--- src/rtl/twitchcore_pkg.sv ---
// Shared types and constants for the twitchcore memory path.
package twitchcore_pkg;

    localparam int WORD_W = 32;

    // Access sequencer: accept, drive the memory port, return the response
    typedef enum logic [1:0] {
        IDLE  = 2'd0,
        ISSUE = 2'd1,
        WAIT  = 2'd2
    } state_e;

    // Which requester owns the access in flight
    typedef enum logic {
        SRC_IF = 1'b0,
        SRC_D  = 1'b1
    } src_e;

endpackage

--- src/rtl/rr_arb2.sv ---
// Two-input round-robin arbiter. On a tie the requester that did not win
// the previous accepted grant wins; the history only moves when a grant
// is actually accepted.
module rr_arb2
    import twitchcore_pkg::*;
(
    input  logic clk,
    input  logic resetn,
    input  logic req_if,
    input  logic req_d,
    input  logic accept,
    output logic gnt_if,
    output logic gnt_d
);

    src_e last_grant;

    // Grant selection: a lone requester wins outright, a tie goes to the other side
    always_comb begin
        // NOTE: every output gets a default first so no path leaves it unassigned (no latch).
        gnt_if = 1'b0;
        gnt_d  = 1'b0;
        if (req_if && req_d) begin
            if (last_grant == SRC_IF) gnt_d  = 1'b1;
            else                      gnt_if = 1'b1;
        end else begin
            gnt_if = req_if;
            gnt_d  = req_d;
        end
    end

    // History register: starts at fetch so the first tie goes to data
    always_ff @(posedge clk or negedge resetn) begin
        if (!resetn) begin
            last_grant <= SRC_IF;
        end else if (accept) begin
            // NOTE: non-blocking assignment for all clocked state so every flop samples pre-edge values.
            last_grant <= gnt_d ? SRC_D : SRC_IF;
        end
    end

endmodule

--- src/rtl/mem_arbiter.sv ---
// Shares one single-port synchronous RAM between instruction fetch and
// load/store. One access in flight at a time: accept, issue, respond.
// Misaligned or out-of-range requests are answered with an error and
// never touch memory.
module mem_arbiter
    import twitchcore_pkg::*;
#(
    parameter int ADDR_W    = 32,
    parameter int MEM_WORDS = 16384,
    localparam int IDX_W    = $clog2(MEM_WORDS)
) (
    input  logic              clk,
    input  logic              resetn,

    input  logic              if_req_valid,
    output logic              if_req_ready,
    input  logic [ADDR_W-1:0] if_req_addr,
    output logic              if_rsp_valid,
    output logic [WORD_W-1:0] if_rsp_data,
    output logic              if_rsp_err,

    input  logic              d_req_valid,
    output logic              d_req_ready,
    input  logic [ADDR_W-1:0] d_req_addr,
    input  logic              d_req_we,
    input  logic [3:0]        d_req_wstrb,
    input  logic [WORD_W-1:0] d_req_wdata,
    output logic              d_rsp_valid,
    output logic [WORD_W-1:0] d_rsp_data,
    output logic              d_rsp_err,

    output logic              mem_en,
    output logic [3:0]        mem_we,
    output logic [IDX_W-1:0]  mem_addr,
    output logic [WORD_W-1:0] mem_wdata,
    input  logic [WORD_W-1:0] mem_rdata
);

    state_e state;
    logic   live;       // low during reset and for the first cycle after it
    src_e   lat_src;
    logic   lat_we;
    logic   lat_err;

    logic              gnt_if;
    logic              gnt_d;
    logic              accepting;
    logic              handshake;
    logic [ADDR_W-1:0] req_addr;
    logic              req_err;
    logic              good_load;

    rr_arb2 u_arb (
        .clk    (clk),
        .resetn (resetn),
        .req_if (if_req_valid),
        .req_d  (d_req_valid),
        .accept (handshake),
        .gnt_if (gnt_if),
        .gnt_d  (gnt_d)
    );

    // Ready only while idle, only to the granted requester; the arbiter
    // never grants both, so at most one ready is high
    always_comb begin
        accepting    = live && (state == IDLE);
        if_req_ready = accepting && gnt_if;
        d_req_ready  = accepting && gnt_d;
        handshake    = if_req_ready || d_req_ready;
        req_addr     = d_req_ready ? d_req_addr : if_req_addr;
        req_err      = (req_addr[1:0] != 2'b00) ||
                       (req_addr[ADDR_W-1:2] >= (ADDR_W-2)'(MEM_WORDS));
    end

    // Sequencer with registered memory-port and response-strobe outputs
    always_ff @(posedge clk or negedge resetn) begin
        if (!resetn) begin
            state        <= IDLE;
            live         <= 1'b0;
            lat_src      <= SRC_IF;
            lat_we       <= 1'b0;
            lat_err      <= 1'b0;
            mem_en       <= 1'b0;
            mem_we       <= 4'b0000;
            mem_addr     <= '0;
            mem_wdata    <= '0;
            if_rsp_valid <= 1'b0;
            if_rsp_err   <= 1'b0;
            d_rsp_valid  <= 1'b0;
            d_rsp_err    <= 1'b0;
        end else begin
            live <= 1'b1;
            case (state)
                IDLE: begin
                    if (handshake) begin
                        state     <= ISSUE;
                        lat_src   <= d_req_ready ? SRC_D : SRC_IF;
                        lat_we    <= d_req_ready && d_req_we;
                        lat_err   <= req_err;
                        mem_en    <= !req_err;
                        mem_addr  <= req_addr[IDX_W+1:2];
                        mem_we    <= (d_req_ready && d_req_we && !req_err) ? d_req_wstrb : 4'b0000;
                        mem_wdata <= d_req_ready ? d_req_wdata : '0;
                    end
                end
                ISSUE: begin
                    state        <= WAIT;
                    mem_en       <= 1'b0;
                    mem_we       <= 4'b0000;
                    if_rsp_valid <= (lat_src == SRC_IF);
                    if_rsp_err   <= (lat_src == SRC_IF) && lat_err;
                    d_rsp_valid  <= (lat_src == SRC_D);
                    d_rsp_err    <= (lat_src == SRC_D) && lat_err;
                end
                WAIT: begin
                    state        <= IDLE;
                    if_rsp_valid <= 1'b0;
                    if_rsp_err   <= 1'b0;
                    d_rsp_valid  <= 1'b0;
                    d_rsp_err    <= 1'b0;
                end
                default: state <= IDLE;
            endcase
        end
    end

    // Response data comes straight from the RAM for a good load, else zero
    always_comb begin
        good_load   = !lat_err && !lat_we;
        if_rsp_data = (if_rsp_valid && good_load) ? mem_rdata : '0;
        d_rsp_data  = (d_rsp_valid  && good_load) ? mem_rdata : '0;
    end

endmodule
--- config.mk ---
export PLATFORM = sky130hd
export DESIGN_NAME = mem_arbiter
export DESIGN_NICKNAME = d
export VERILOG_FILES = /design/src/rtl/twitchcore_pkg.sv /design/src/rtl/rr_arb2.sv /design/src/rtl/mem_arbiter.sv
export SDC_FILE = /design/constraint.sdc
export NUM_CORES = 1
export LEC_CHECK = 0
export ABC_AREA = 1
export BUFFER_PORTS_ARGS = -buffer_cell sky130_fd_sc_hd__buf_2
export CAP_MARGIN = 20
export CORE_MARGIN = 8
export CORE_UTILIZATION = 35
export DETAILED_ROUTE_END_ITERATION = 10
export GPL_ROUTABILITY_DRIVEN = 0
export HOLD_SLACK_MARGIN = 0.06
export PLACE_DENSITY = 0.76
export REMOVE_ABC_BUFFERS = 1
export SLEW_MARGIN = 20
export SYNTH_ARGS = -nofsm -noshare
export SYNTH_HDL_FRONTEND = slang
export SYNTH_HIERARCHICAL = 1
export SYNTH_SLANG_ARGS = --single-unit
--- constraint.sdc ---
create_clock -name clk -period 1.5 [get_ports clk]
set_clock_uncertainty 0.05 [all_clocks]
set_input_delay 0.075 -clock clk [delete_from_list [all_inputs] [get_ports clk]]
set_output_delay 0.075 -clock clk [all_outputs]
set_load 0.05 [all_outputs]
==> flow_summary.yaml <==
cts:
  cts_tree: "done"
  ctsHtreeMaxLevel: 3
  cts_buffers: 9
  cts-root-buf: "clkbuf_8"
  clk_pin_slew_worst_paths_ps: 60
  holdBufCountCts: 65
  clock_latency_ps: 330
  numClockSinks: 62
  clockBufferDepth: 2
placed_design:
  port_buffers: 257
  hpwlAfterDp_um: 9990
  pre_cts_slack_ps: -194
  placedCellCount: 743
  placed_area_um2: 4630
die:
  start_util_pct: 35.6
  die_w_um: 109
  io_pins: 258
  core_um2: 8590
  num_rows: 34
  dieArea_um2: 12000
  fp.dieH_um: 109
power:
  leakage_nw: 3.56
  power.total_mw: 13.5
  powerDensity_nw_per_um2: 1960
  ir_drop_v: 0.00152
critical_path:
  end_kind: "output port"
  worst_ep_required_time_ps: 1370
  crit_type: "flip-flop to output port"
  crit_fanout: 3
  startpoint_type: "flip-flop"
  arrival_ps: 1500
synth:
  synth_compound_area_share_pct: 14.1
  synth-edff-count: 0
  syn_avg_cell_area_um2: 8.15
  ys_seq_elements: 62
  synth_commonest_cells: "nor2_1 (104), dfrtp_1 (62), nand2_1 (59), inv_1 (51), a22o_1 (32)"
  synth_simple_gate_area_share_pct: 23.9
  synth.most_common_cell: "nor2_1"
  async_flop_share_pct: 100
  ys_types: 27
  synth_cells: 375
  synth_xor_area_share_pct: 0
  synth_top_cell_by_area: "dfrtp_1"
  yosys_warnings: 6
  synth_top_family_by_area: "simple AND/OR/NAND/NOR gates"
  netlist_area_um2: 3060
  synth_top_area_share_pct: 50.7
  synth_fa_ha_area_share_pct: 1.64
  synth_mux_area_share_pct: 0
  synthTopCellsByArea: "dfrtp_1 (51%), nor2_1 (13%), a22o_1 (9.2%)"
  synth_top_flop_cell: "dfrtp_1"
  synth_seq_area_share_pct: 50.7
timing:
  max_freq_ghz: 0.617
  fin_crit_ps: 1620
  rsz0062_at_grt: "true"
  layout_setup_ws_ps: -122
  finalSetupViolCount: 115
  drv_slew: 0
  period_share_pct: 108
  whs_ps: -44.6
  finalHoldViolations: 1
route:
  drt_pre_antenna_iters: 5
  routedWlPerCell_um: 19.9
  drtIter0Drc: 242
  vias: 4276
  finalWirelength_um: 16800
  detail-route-antenna-nets: 0
  route.detailed.drc: 0
  via_per_inst: 5.06
global_route:
  grt_pass1_wl_um: 22800
  antenna_found_initial: 1
  grt_util_all_layers_pct: 24.3
  grt_max_degree: 63
  grt_overflow: 0
  grt_pass1_vias: 4434
run_status:
  violations: "negative hold slack, negative setup slack"
  status: "complete, but fails checks"
final_layout:
  syn2layout_area_growth_pct: 125
  finalNetCount: 873
  drive_gt1_share_pct: 54.8
  final_cell_count_no_fill: 845
  fin_area_um2: 6890
hold_path:
  min_path_type: "input pin to flip-flop"
flow_run:
  drv_cap: 0
==> repair_timing <==
item	in CTS	in global routing
endpoints found under the hold margin	113	1
gates cloned	4	4
resized for setup	181	141
setup endpoints to repair	122	123
pin swaps	13	7
buffers inserted	12	2
==> stage by stage <==
stage / setup TNS (ps) / utilization (%) / hold slack, ps
final: -8550 / 80.1 / -44.6
after global placement: -2810 / 53.9 / 54.8
after detailed placement: -7970 / 53.9 / 64.6
after global routing: -16640 / 80.1 / -26.2
after floorplan: -76160 / - / -271
after CTS: -4850 / 72.6 / -61.2
==> state kept, by name (all words and copies together), names as in the netlist, 2 cells and up <==
| name | cells |
|---|---|
| mem_wdata | 32 |
| mem_addr | 14 |
| mem_we | 4 |
| state | 2 |
==> per-layer routing <==
metal	routed length, um	GRT usage, %	share of wire (%)
met5	0	0	0
met4	597	10.1	3.5
met3	2050	9.79	12
met2	8380	42.4	50
met1	5800	25.6	34
==> final timing paths <==
| check | from | endpoint | slack (ps) | cells past startpoint |
|---|---|---|---|---|
| worst min register to register | mem_wdata[16]$_DFFE_PN0P_ | mem_wdata[16]$_DFFE_PN0P_ | 450 | 1 |
| worst max-delay path | state[0]$_DFFE_PN0P_ | if_req_ready | -120 | 8 |
| max in group asynchronous | resetn | mem_addr[0]$_DFFE_PN0P_ | 890 | 3 |
| worst min-delay path | d_req_valid | u_arb/last_grant$_DFFE_PN0P_ | -40 | 3 |
| worst max register to register | state[0]$_DFFE_PN0P_ | mem_wdata[4]$_DFFE_PN0P_ | -120 | 8 |
| min in group asynchronous | resetn | mem_wdata[13]$_DFFE_PN0P_ | 230 | 3 |
==> layout by cell type, fill, tap and decap left out, types with 4 or more instances in the layout <==
| master | Yosys | routed |
|---|---|---|
| a22o_1 | 32 | 32 |
| a31oi_1 | 13 | 13 |
| buf_12 | 0 | 11 |
| buf_2 | 6 | 191 |
| buf_4 | 1 | 22 |
| buf_6 | 2 | 48 |
| buf_8 | 0 | 20 |
| clkbuf_16 | 0 | 4 |
| clkbuf_8 | 0 | 9 |
| dfrtp_1 | 62 | 62 |
| dlygate4sd3_1 | 0 | 65 |
| inv_1 | 51 | 45 |
| inv_2 | 0 | 4 |
| nand2_1 | 59 | 53 |
| nand2_2 | 1 | 4 |
| nand2_4 | 1 | 4 |
| nand4_1 | 6 | 6 |
| nor2_1 | 104 | 38 |
| nor2_2 | 1 | 9 |
| nor2_4 | 1 | 59 |
| o21ai_0 | 7 | 6 |
==> critical path, cell delays in order, from the launching register on <==
cell	delay [ps]
dfrtp_1	400
inv_2	90
ha_4	160
nand2_4	70
inv_4	80
nand2_4	60
buf_6	130
inv_4	50
buf_8	130
==> power by group <==
group          leakage, nW  internal (mW)  total [mW]  switching [mW]
sequential           0.775           2.37        2.85           0.485
clock                0.102          0.918        1.55           0.633
combinational         2.68           3.10        9.11            6.01
total                 3.56           6.39        13.5            7.13
==> cell type report <==
cell class              count  area, um^2
repair buffers            364        3020
multi-input cells         243        1760
fillers                   467        1710
flip-flops and latches     62        1550
inverters                  52         208
well taps                 108         135
clock buffers              10         128
clock inverters             4        73.8
diodes                      2        5.00
==> cells by family (layout without fill, tap and decap cells) <==
logic type      count (synthesis)  in the layout
other cells                     1              3
compound gates                 57             57
simple gates                  181            181
buf+inv                        70            430
fa+ha+maj                       4              4
flops                          62             62
Note: power is estimated with default switching activity, not from simulation.
